==> config.mk <==
export PLATFORM = sky130hd
export DESIGN_NAME = imem_loader
export DESIGN_NICKNAME = d
export VERILOG_FILES = /design/src/rtl/imem_loader.sv
export SDC_FILE = /design/constraint.sdc
export NUM_CORES = 1
export LEC_CHECK = 0
export ABC_CLOCK_PERIOD_IN_PS = 4300
export CAP_MARGIN = 15
export CORE_ASPECT_RATIO = 1.4
export CORE_MARGIN = 2
export CORE_UTILIZATION = 50
export CTS_CLUSTER_SIZE = 8
export DETAILED_ROUTE_END_ITERATION = 10
export PLACE_DENSITY = 0.88
export SYNTH_ARGS = -nofsm -noshare
export SYNTH_HDL_FRONTEND = slang
export SYNTH_SLANG_ARGS = --single-unit
==> constraint.sdc <==
create_clock -name clk -period 4.3 [get_ports clk]
set_input_delay 1.29 -clock clk [delete_from_list [all_inputs] [get_ports clk]]
set_output_delay 1.29 -clock clk [all_outputs]
set_load 0.01 [all_outputs]
==> src/rtl/imem_loader.sv <==
// Assembles a little-endian byte stream into 32-bit words and writes them to the lane A/B instruction RAM; optional checksum via IMEM_LOADER_CHECKSUM_EN.
// Latency: mem_we fires the cycle after the 4th byte of a word; done/err/hold update one cycle after the deciding byte.
// Backpressure: in_ready is low only in the single WRITE cycle; in_valid gaps simply stall the FSM with state held.
module imem_loader #(
    parameter int         LANE_DEPTH = 512,
    parameter int         ADDR_W     = 32,
    parameter logic [7:0] CMD_A      = 8'hA5,
    parameter logic [7:0] CMD_B      = 8'hB5
) (
    input  logic              clk,
    input  logic              rst,
    input  logic [7:0]        in_data,
    input  logic              in_valid,
    output logic              in_ready,
    output logic              mem_we,
    output logic [ADDR_W-1:0] mem_addr,
    output logic [31:0]       mem_wdata,
    output logic              hold,
    output logic              done,
    output logic              err,
    output logic [9:0]        words_written
);
    typedef enum logic [2:0] {IDLE, CNT_LO, CNT_HI, DATA, WRITE, CSUM} state_t;

    localparam logic [15:0] DEPTH16 = 16'(LANE_DEPTH);

    state_t      state_q, state_d;
    logic        lane_q, lane_d;
    logic [15:0] cnt_q, cnt_d;
    logic [1:0]  idx_q, idx_d;
    logic [31:0] asm_q, asm_d;
    logic [9:0]  words_q, words_d;
    logic        hold_q, hold_d;
    logic        done_q, done_d;
    logic        err_q, err_d;
`ifdef IMEM_LOADER_CHECKSUM_EN
    logic [7:0]  csum_q, csum_d;
`endif

    logic        acc;
    logic [15:0] cnt_full;

    assign acc      = in_valid & in_ready;
    assign cnt_full = {in_data, cnt_q[7:0]};

    always_comb begin
        state_d = state_q;
        lane_d  = lane_q;
        cnt_d   = cnt_q;
        idx_d   = idx_q;
        asm_d   = asm_q;
        words_d = words_q;
        hold_d  = hold_q;
        done_d  = 1'b0;
        err_d   = err_q;
`ifdef IMEM_LOADER_CHECKSUM_EN
        csum_d  = csum_q;
`endif
        case (state_q)
            IDLE: begin
                if (acc && (in_data == CMD_A || in_data == CMD_B)) begin
                    lane_d  = (in_data == CMD_B);
                    err_d   = 1'b0;
                    words_d = '0;
                    hold_d  = 1'b1;
                    idx_d   = '0;
`ifdef IMEM_LOADER_CHECKSUM_EN
                    csum_d  = '0;
`endif
                    state_d = CNT_LO;
                end
            end
            CNT_LO: begin
                if (acc) begin
                    cnt_d[7:0] = in_data;
                    state_d    = CNT_HI;
                end
            end
            CNT_HI: begin
                if (acc) begin
                    cnt_d = cnt_full;
                    if (cnt_full > DEPTH16) begin
                        err_d   = 1'b1;
                        hold_d  = 1'b0;
                        state_d = IDLE;
                    end else if (cnt_full == 16'd0) begin
`ifdef IMEM_LOADER_CHECKSUM_EN
                        state_d = CSUM;
`else
                        done_d  = 1'b1;
                        hold_d  = 1'b0;
                        state_d = IDLE;
`endif
                    end else begin
                        idx_d   = '0;
                        state_d = DATA;
                    end
                end
            end
            DATA: begin
                if (acc) begin
                    // Shift in from the top so the first byte ends up in [7:0]
                    asm_d = {in_data, asm_q[31:8]};
                    idx_d = idx_q + 2'd1;
`ifdef IMEM_LOADER_CHECKSUM_EN
                    csum_d = csum_q ^ in_data;
`endif
                    if (idx_q == 2'd3) state_d = WRITE;
                end
            end
            WRITE: begin
                words_d = words_q + 10'd1;
                if (({6'd0, words_q} + 16'd1) < cnt_q) begin
                    state_d = DATA;
                end else begin
`ifdef IMEM_LOADER_CHECKSUM_EN
                    state_d = CSUM;
`else
                    done_d  = 1'b1;
                    hold_d  = 1'b0;
                    state_d = IDLE;
`endif
                end
            end
`ifdef IMEM_LOADER_CHECKSUM_EN
            CSUM: begin
                if (acc) begin
                    if (in_data == csum_q) done_d = 1'b1;
                    else                   err_d  = 1'b1;
                    hold_d  = 1'b0;
                    state_d = IDLE;
                end
            end
`endif
            default: state_d = IDLE;
        endcase
    end

    always_ff @(posedge clk or negedge rst) begin
        if (!rst) begin
            state_q <= IDLE;
            lane_q  <= 1'b0;
            cnt_q   <= '0;
            idx_q   <= '0;
            asm_q   <= '0;
            words_q <= '0;
            hold_q  <= 1'b0;
            done_q  <= 1'b0;
            err_q   <= 1'b0;
`ifdef IMEM_LOADER_CHECKSUM_EN
            csum_q  <= '0;
`endif
        end else begin
            state_q <= state_d;
            lane_q  <= lane_d;
            cnt_q   <= cnt_d;
            idx_q   <= idx_d;
            asm_q   <= asm_d;
            words_q <= words_d;
            hold_q  <= hold_d;
            done_q  <= done_d;
            err_q   <= err_d;
`ifdef IMEM_LOADER_CHECKSUM_EN
            csum_q  <= csum_d;
`endif
        end
    end

    assign in_ready      = (state_q != WRITE);
    assign mem_we        = (state_q == WRITE);
    assign mem_addr      = (lane_q ? ADDR_W'(LANE_DEPTH) : '0) + ADDR_W'(words_q);
    assign mem_wdata     = asm_q;
    assign hold          = hold_q;
    assign done          = done_q;
    assign err           = err_q;
    assign words_written = words_q;

endmodule

==> flow_metrics.env, run 1 <==
export IMPL_status="finished clean"
export IMPL_drc=0
export IMPL_dr_pass1_iters=4
export IMPL_path_delay_family="buffers and inverters"
export IMPL_relSlewSlack=0.4279
export IMPL_root_buffer="clkbuf_8"
export IMPL_post_cts_buffers=0
export IMPL_rsz0062_at_grt="false"
export IMPL_yosysUniqueCellTypes=51
export IMPL_track_usage=0.2050
export IMPL_finalPower_mw=3.029
export IMPL_worstPathRequired_ns=3.01
export IMPL_grt_max_degree=40
export IMPL_gr_total_overflow=0
export IMPL_hold_path_class="flop to flop"
export IMPL_powerDensity_mw_per_mm2=702.0
export IMPL_gp_congestion=0.8164
export IMPL_postCtsHoldBufs=0
export IMPL_p_int_mw=2.005
export IMPL_num_rows=35
export IMPL_fp_coreArea_mm2=0.006613
export IMPL_layout_cells_most_common_list="dfrtp_1 (67), clkdlybuf4s50_1 (67), mux2_2 (39)"
export IMPL_syn2layout_area_growth_pct=25.69
export IMPL_swShare=0.3381
export IMPL_cpMaxStageDelayCell="clkdlybuf4s50_1"
export IMPL_yosysWarnings=0
export IMPL_wl_per_cell_um=15.20
export IMPL_critPathBufInv=2
export IMPL_clock_path_buffers=2
export IMPL_skew_ns=0.008490
export IMPL_synth_edf_count=0
export IMPL_cpPeakStageDelay_ns=0.58
export IMPL_power_frac_seq=0.377
export IMPL_pwr_share_clk=0.206
export IMPL_hold_viol_final=0
export IMPL_vias_per_cell=5.312
export IMPL_worstPathArrival_ns=2.21
export IMPL_clock_latency_ns=0.34
export IMPL_die_height_um=102.0
export IMPL_clkSinkCount=67
export IMPL_end_kind="output port"
export IMPL_crit_path_start_kind="flop"
export IMPL_worstSetupPathType="flop to output port"
export IMPL_grt_pass1_vias=2448
export IMPL_dp_hpwl_um=5207
export IMPL_synthesis_instances=311
export IMPL_drive_gt1_frac=0.1873
export IMPL_grt_pass1_wl_um=11670
export IMPL_start_util=0.5192
export IMPL_clkTransAtPathRegs_ns=0.07
export IMPL_drt_antenna_violating_nets=0
export IMPL_async_flop_share=1.000
export IMPL_vdd_drop_max_mv=0.3339
export IMPL_fin_crit_sh=0.8132
export IMPL_die_w_um=74.04
export IMPL_antenna_found_initial=0
export IMPL_ys_seq_elements=67
export IMPL_ys_flop_type="dfrtp_1"
export IMPL_p_leak_nw=1.909
export IMPL_final_setup_tns_ns=0
export IMPL_comb_power_share=0.416
export IMPL_die_area_mm2=0.007555
export IMPL_min_period_ns=3.497
export IMPL_setup_viol=0
export IMPL_fmax_mhz=286.0
export IMPL_ctsHtreeMaxLevel=3
export IMPL_synth_area_mm2=0.003433
export IMPL_diodes=0
export IMPL_seq_area_frac_synth=0.4883
export IMPL_maxSlewViolCount=0
export IMPL_routed_wl_um=7157
export IMPL_vias=2502
export IMPL_post_cts_resized=0
export IMPL_tightest_slew_ns=0.8582
export IMPL_cts_tree="done"
export IMPL_cp_max_fo=11
export IMPL_fin_nets=399
export IMPL_maxCapViolations=0
export IMPL_port_buffers=68
export IMPL_crit_path_cell_trace="nor2_1, nand2_1, inv_2, clkdlybuf4s50_1"
export IMPL_syn_mean_instance_area_um2=11.04
export IMPL_numCtsBuffers=9
export IMPL_io_pins=90
export IMPL_initialDrtViolationCount=121
export IMPL_switching_power_mw=1.024
[kinds of logic after synthesis]
logic type,after synthesis,share of synthesized area
XOR/XNOR,8,0.02041
AND/OR/NAND/NOR,73,0.1152
multiplexers,40,0.1308
AO/OA/AOI/OAI,53,0.09985
flip-flops,67,0.4883
buffers and inverters,56,0.09694
other,1,0.001092
adder cells (fa/ha/maj),13,0.04738
[worst paths after layout]
kind	startpoint	end	slack (ns)	cells past startpoint
worst max-delay path	state_q[1]	mem_we	0.80	4
worst min-delay path	mem_wdata[7]	mem_wdata[7]	0.51	1
worst max register to register	words_written[0]	state_q[1]	1.50	10
worst min register to register	mem_wdata[7]	mem_wdata[7]	0.51	1
max in group asynchronous	rst	state_q[0]	2.60	2
min in group asynchronous	rst	mem_wdata[10]	1.06	1
[per-layer routing]
layer | GRT usage | vias up | part of all wire
li1 | - | 1164 | -
met1 | 0.2497 | 1225 | 0.41
met4 | 0.08392 | 0 | 0.015
met3 | 0.04931 | 13 | 0.062
met2 | 0.3455 | 100 | 0.52
met5 | 0 | - | 0
[layout make-up]
cell class                      instances  area (um^2)
Multi-Input combinational cell        208         1499
Timing Repair Buffer                   73        725.7
Inverter                               16        60.06
Clock buffer                            9        123.9
Sequential cell                        67         1677
Tap cell                               92        115.1
Clock inverter                          6        115.1
Fill cell                             511         2297
[power by group through the flow]
stage | Clock (mW) | Sequential, mW | Combinational, mW
detailed placement | 0 | 1.16 | 1.26
CTS | 0.637 | 1.15 | 1.27
floorplan | 0 | 1.17 | 0.690
global placement | 0 | 1.14 | 1.21
finish | 0.625 | 1.14 | 1.26
global route | 0.663 | 1.19 | 1.38
[registers in the layout, summed over array words and instances, names as in the netlist]
register	flops
state_q	3
lane_q	1
cnt_q	16
mem_wdata	32
words_written	10
done	1
hold	1
idx_q	2
err	1
[synth_stat cells (all sizes together) (3+ instances only)]
library cell | count | area, um^2
nor2 | 15 | 56.30
mux2 | 39 | 439.2
ha | 13 | 162.7
nor3 | 3 | 20.02
nand4 | 3 | 25.02
a31oi | 3 | 25.02
buf | 37 | 260.3
dfrtp | 67 | 1677
o21ai | 25 | 125.1
nand3 | 6 | 30.03
inv | 16 | 60.05
a22o | 5 | 43.79
clkbuf | 3 | 12.51
nand2 | 29 | 108.9
nor2b | 3 | 18.77
xor2 | 4 | 35.03
xnor2 | 4 | 35.03
a21oi | 8 | 43.79
[metrics by stage]
stage	hold WS [ns]	setup WS, ns	area, um^2	cells	utilization
4_1_cts	0.5094	0.7945	4315	471	0.6526
5_1_grt	0.5300	0.6969	4315	471	0.6526
3_3_place_gp	0.4843	1.241	4076	456	0.6165
3_5_place_dp	0.4940	1.173	4076	456	0.6165
2_1_floorplan	0.4716	1.775	3508	331	-
6_report	0.5051	0.8034	4315	471	0.6526
(Power assumes the default switching activity.)
==> run 2: changes to the inputs <==
Settings changed: ABC_CLOCK_PERIOD_IN_PS 4300 to 3100, CORE_UTILIZATION 50 to 44, PLACE_DENSITY 0.88 to 0.82.
Clock period 4.3 ns to 3.1 ns, I/O delays scaled along.
==> run 2 against run 1 <==
Against the previous run: flip-flop and latch count unchanged; total power up 29%; via count is 0.56% lower.
==> flow_metrics.env, run 2 (synthesized netlist as in run 1, its figures left out) <==
export IMPL_dp_hpwl_um=5599
export IMPL_num_rows=38
export IMPL_worstPathRequired_ns=2.17
export IMPL_start_util=0.4485
export IMPL_numCtsBuffers=9
export IMPL_path_delay_family="buffers and inverters"
export IMPL_vias_per_cell=5.151
export IMPL_fmax_mhz=351.2
export IMPL_antenna_found_initial=0
export IMPL_clock_path_buffers=2
export IMPL_largest_reg_flops=32
export IMPL_vdd_drop_max_mv=0.4881
export IMPL_final_setup_tns_ns=0
export IMPL_hold_path_class="flop to flop"
export IMPL_cpPeakStageDelay_ns=0.58
export IMPL_hold_ws_ns=0.5035
export IMPL_dr_pass1_iters=4
export IMPL_worstPathArrival_ns=1.92
export IMPL_fp_coreArea_mm2=0.007655
export IMPL_syn2layout_area_growth_pct=24.05
export IMPL_clock_latency_ns=0.35
export IMPL_hold_viol_final=0
export IMPL_io_pins=90
export IMPL_drc=0
export IMPL_fin_nets=404
export IMPL_critPathBufInv=2
export IMPL_post_cts_resized=0
export IMPL_gr_total_overflow=0
export IMPL_die_w_um=78.66
export IMPL_clkSinkCount=67
export IMPL_p_leak_nw=1.894
export IMPL_power_frac_seq=0.404
export IMPL_setup_viol=0
export IMPL_maxCapViolations=0
export IMPL_grt_pass1_wl_um=12220
export IMPL_grt_pass1_vias=2563
export IMPL_met1_length_um=2880
export IMPL_die_area_mm2=0.008536
export IMPL_cpMaxStageDelayCell="clkdlybuf4s50_1"
export IMPL_root_buffer="clkbuf_8"
export IMPL_die_height_um=108.5
export IMPL_status="finished clean"
export IMPL_post_cts_buffers=0
export IMPL_initialDrtViolationCount=93
export IMPL_port_buffers=68
export IMPL_switching_power_mw=1.383
export IMPL_diodes=0
export IMPL_top_layer_used="met4"
export IMPL_cp_max_fo=11
export IMPL_drive_gt1_frac=0.1932
export IMPL_cts_tree="done"
export IMPL_track_usage=0.1873
export IMPL_layout_cells_most_common_list="dfrtp_1 (67), clkdlybuf4s50_1 (67), mux2_2 (39)"
export IMPL_routed_wl_um=7255
export IMPL_p_int_mw=2.534
export IMPL_maxSlewViolCount=0
export IMPL_comb_power_share=0.447
export IMPL_wl_met3_um=429
export IMPL_vias=2488
export IMPL_grt_max_degree=26
export IMPL_end_kind="output port"
export IMPL_clkTransAtPathRegs_ns=0.07
export IMPL_relSlewSlack=0.6030
export IMPL_fin_crit_sh=0.9186
export IMPL_pwr_share_clk=0.149
export IMPL_skew_ns=0.007950
export IMPL_ctsHtreeMaxLevel=3
export IMPL_postCtsHoldBufs=0
export IMPL_wl_per_cell_um=15.02
export IMPL_worstSetupPathType="flop to output port"
export IMPL_powerDensity_mw_per_mm2=919.7
export IMPL_min_period_ns=2.848
export IMPL_gp_congestion=0.9046
export IMPL_tightest_slew_ns=0.5955
export IMPL_crit_path_start_kind="flop"
export IMPL_drt_antenna_violating_nets=0
export IMPL_met2_length_um=3689
export IMPL_rsz0062_at_grt="false"
export IMPL_swShare=0.3532
export IMPL_crit_path_cell_trace="nor2_1, nand2_1, inv_2, clkdlybuf4s50_1"
run 2: worst paths after layout:
check	from	end	slack (ns)	cells after the start
max in group asynchronous	rst	cnt_q[5]	1.80	2
max	state_q[1]	mem_we	0.25	4
min	mem_wdata[5]	mem_wdata[5]	0.50	1
min in group asynchronous	rst	cnt_q[9]	0.58	1
min reg2reg	mem_wdata[5]	mem_wdata[5]	0.50	1
max reg2reg	words_written[0]	state_q[1]	0.34	10
run 2: power groups by stage:
stage	clock network (mW)	registers [mW]	logic (mW)
floorplan	0	1.62	0.957
global placement	0	1.57	1.71
detailed placement	0	1.60	1.77
CTS	0.608	1.58	1.77
global route	0.652	1.65	1.92
finish	0.585	1.58	1.75
run 2: through the flow:
step | cells | setup WS, ns | total power, mW | instance area, um^2 | utilization
after floorplan | 331 | 0.5745 | 2.578 | 3508 | -
after global placement | 469 | 0.2659 | 3.279 | 4111 | 0.5371
after detailed placement | 469 | 0.2600 | 3.363 | 4111 | 0.5371
after CTS | 483 | 0.2483 | 3.964 | 4259 | 0.5564
after global routing | 483 | 0.05235 | 4.215 | 4259 | 0.5564
final | 483 | 0.2523 | 3.917 | 4259 | 0.5564
run 2: layer usage:
| metal | up-vias | track usage |
|---|---|---|
| li1 | 1174 | - |
| met2 | 100 | 0.3132 |
| met5 | - | 0 |
| met3 | 21 | 0.04257 |
| met1 | 1193 | 0.2175 |
| met4 | 0 | 0.1140 |
run 2: layout make-up:
| class | instances | area [um^2] |
|---|---|---|
| sequential | 67 | 1677 |
| clock buffer | 10 | 127.6 |
| multi-input combinational | 208 | 1499 |
| fill | 666 | 3396 |
| clock inverter | 4 | 20.02 |
| inverter | 16 | 60.06 |
| timing repair buffer | 78 | 750.7 |
| tap | 100 | 125.1 |
run 2: worst reg2reg max path, cell delays in order, from the launching register on:
cell	delay [ns]
dfrtp_1	0.46
ha_1	0.26
nand3_1	0.14
nor2_1	0.31
xor2_1	0.13
ha_1	0.29
nand2_1	0.06
or3_1	0.30
o221a_2	0.32
o211ai_1	0.24
o21ai_0	0.13
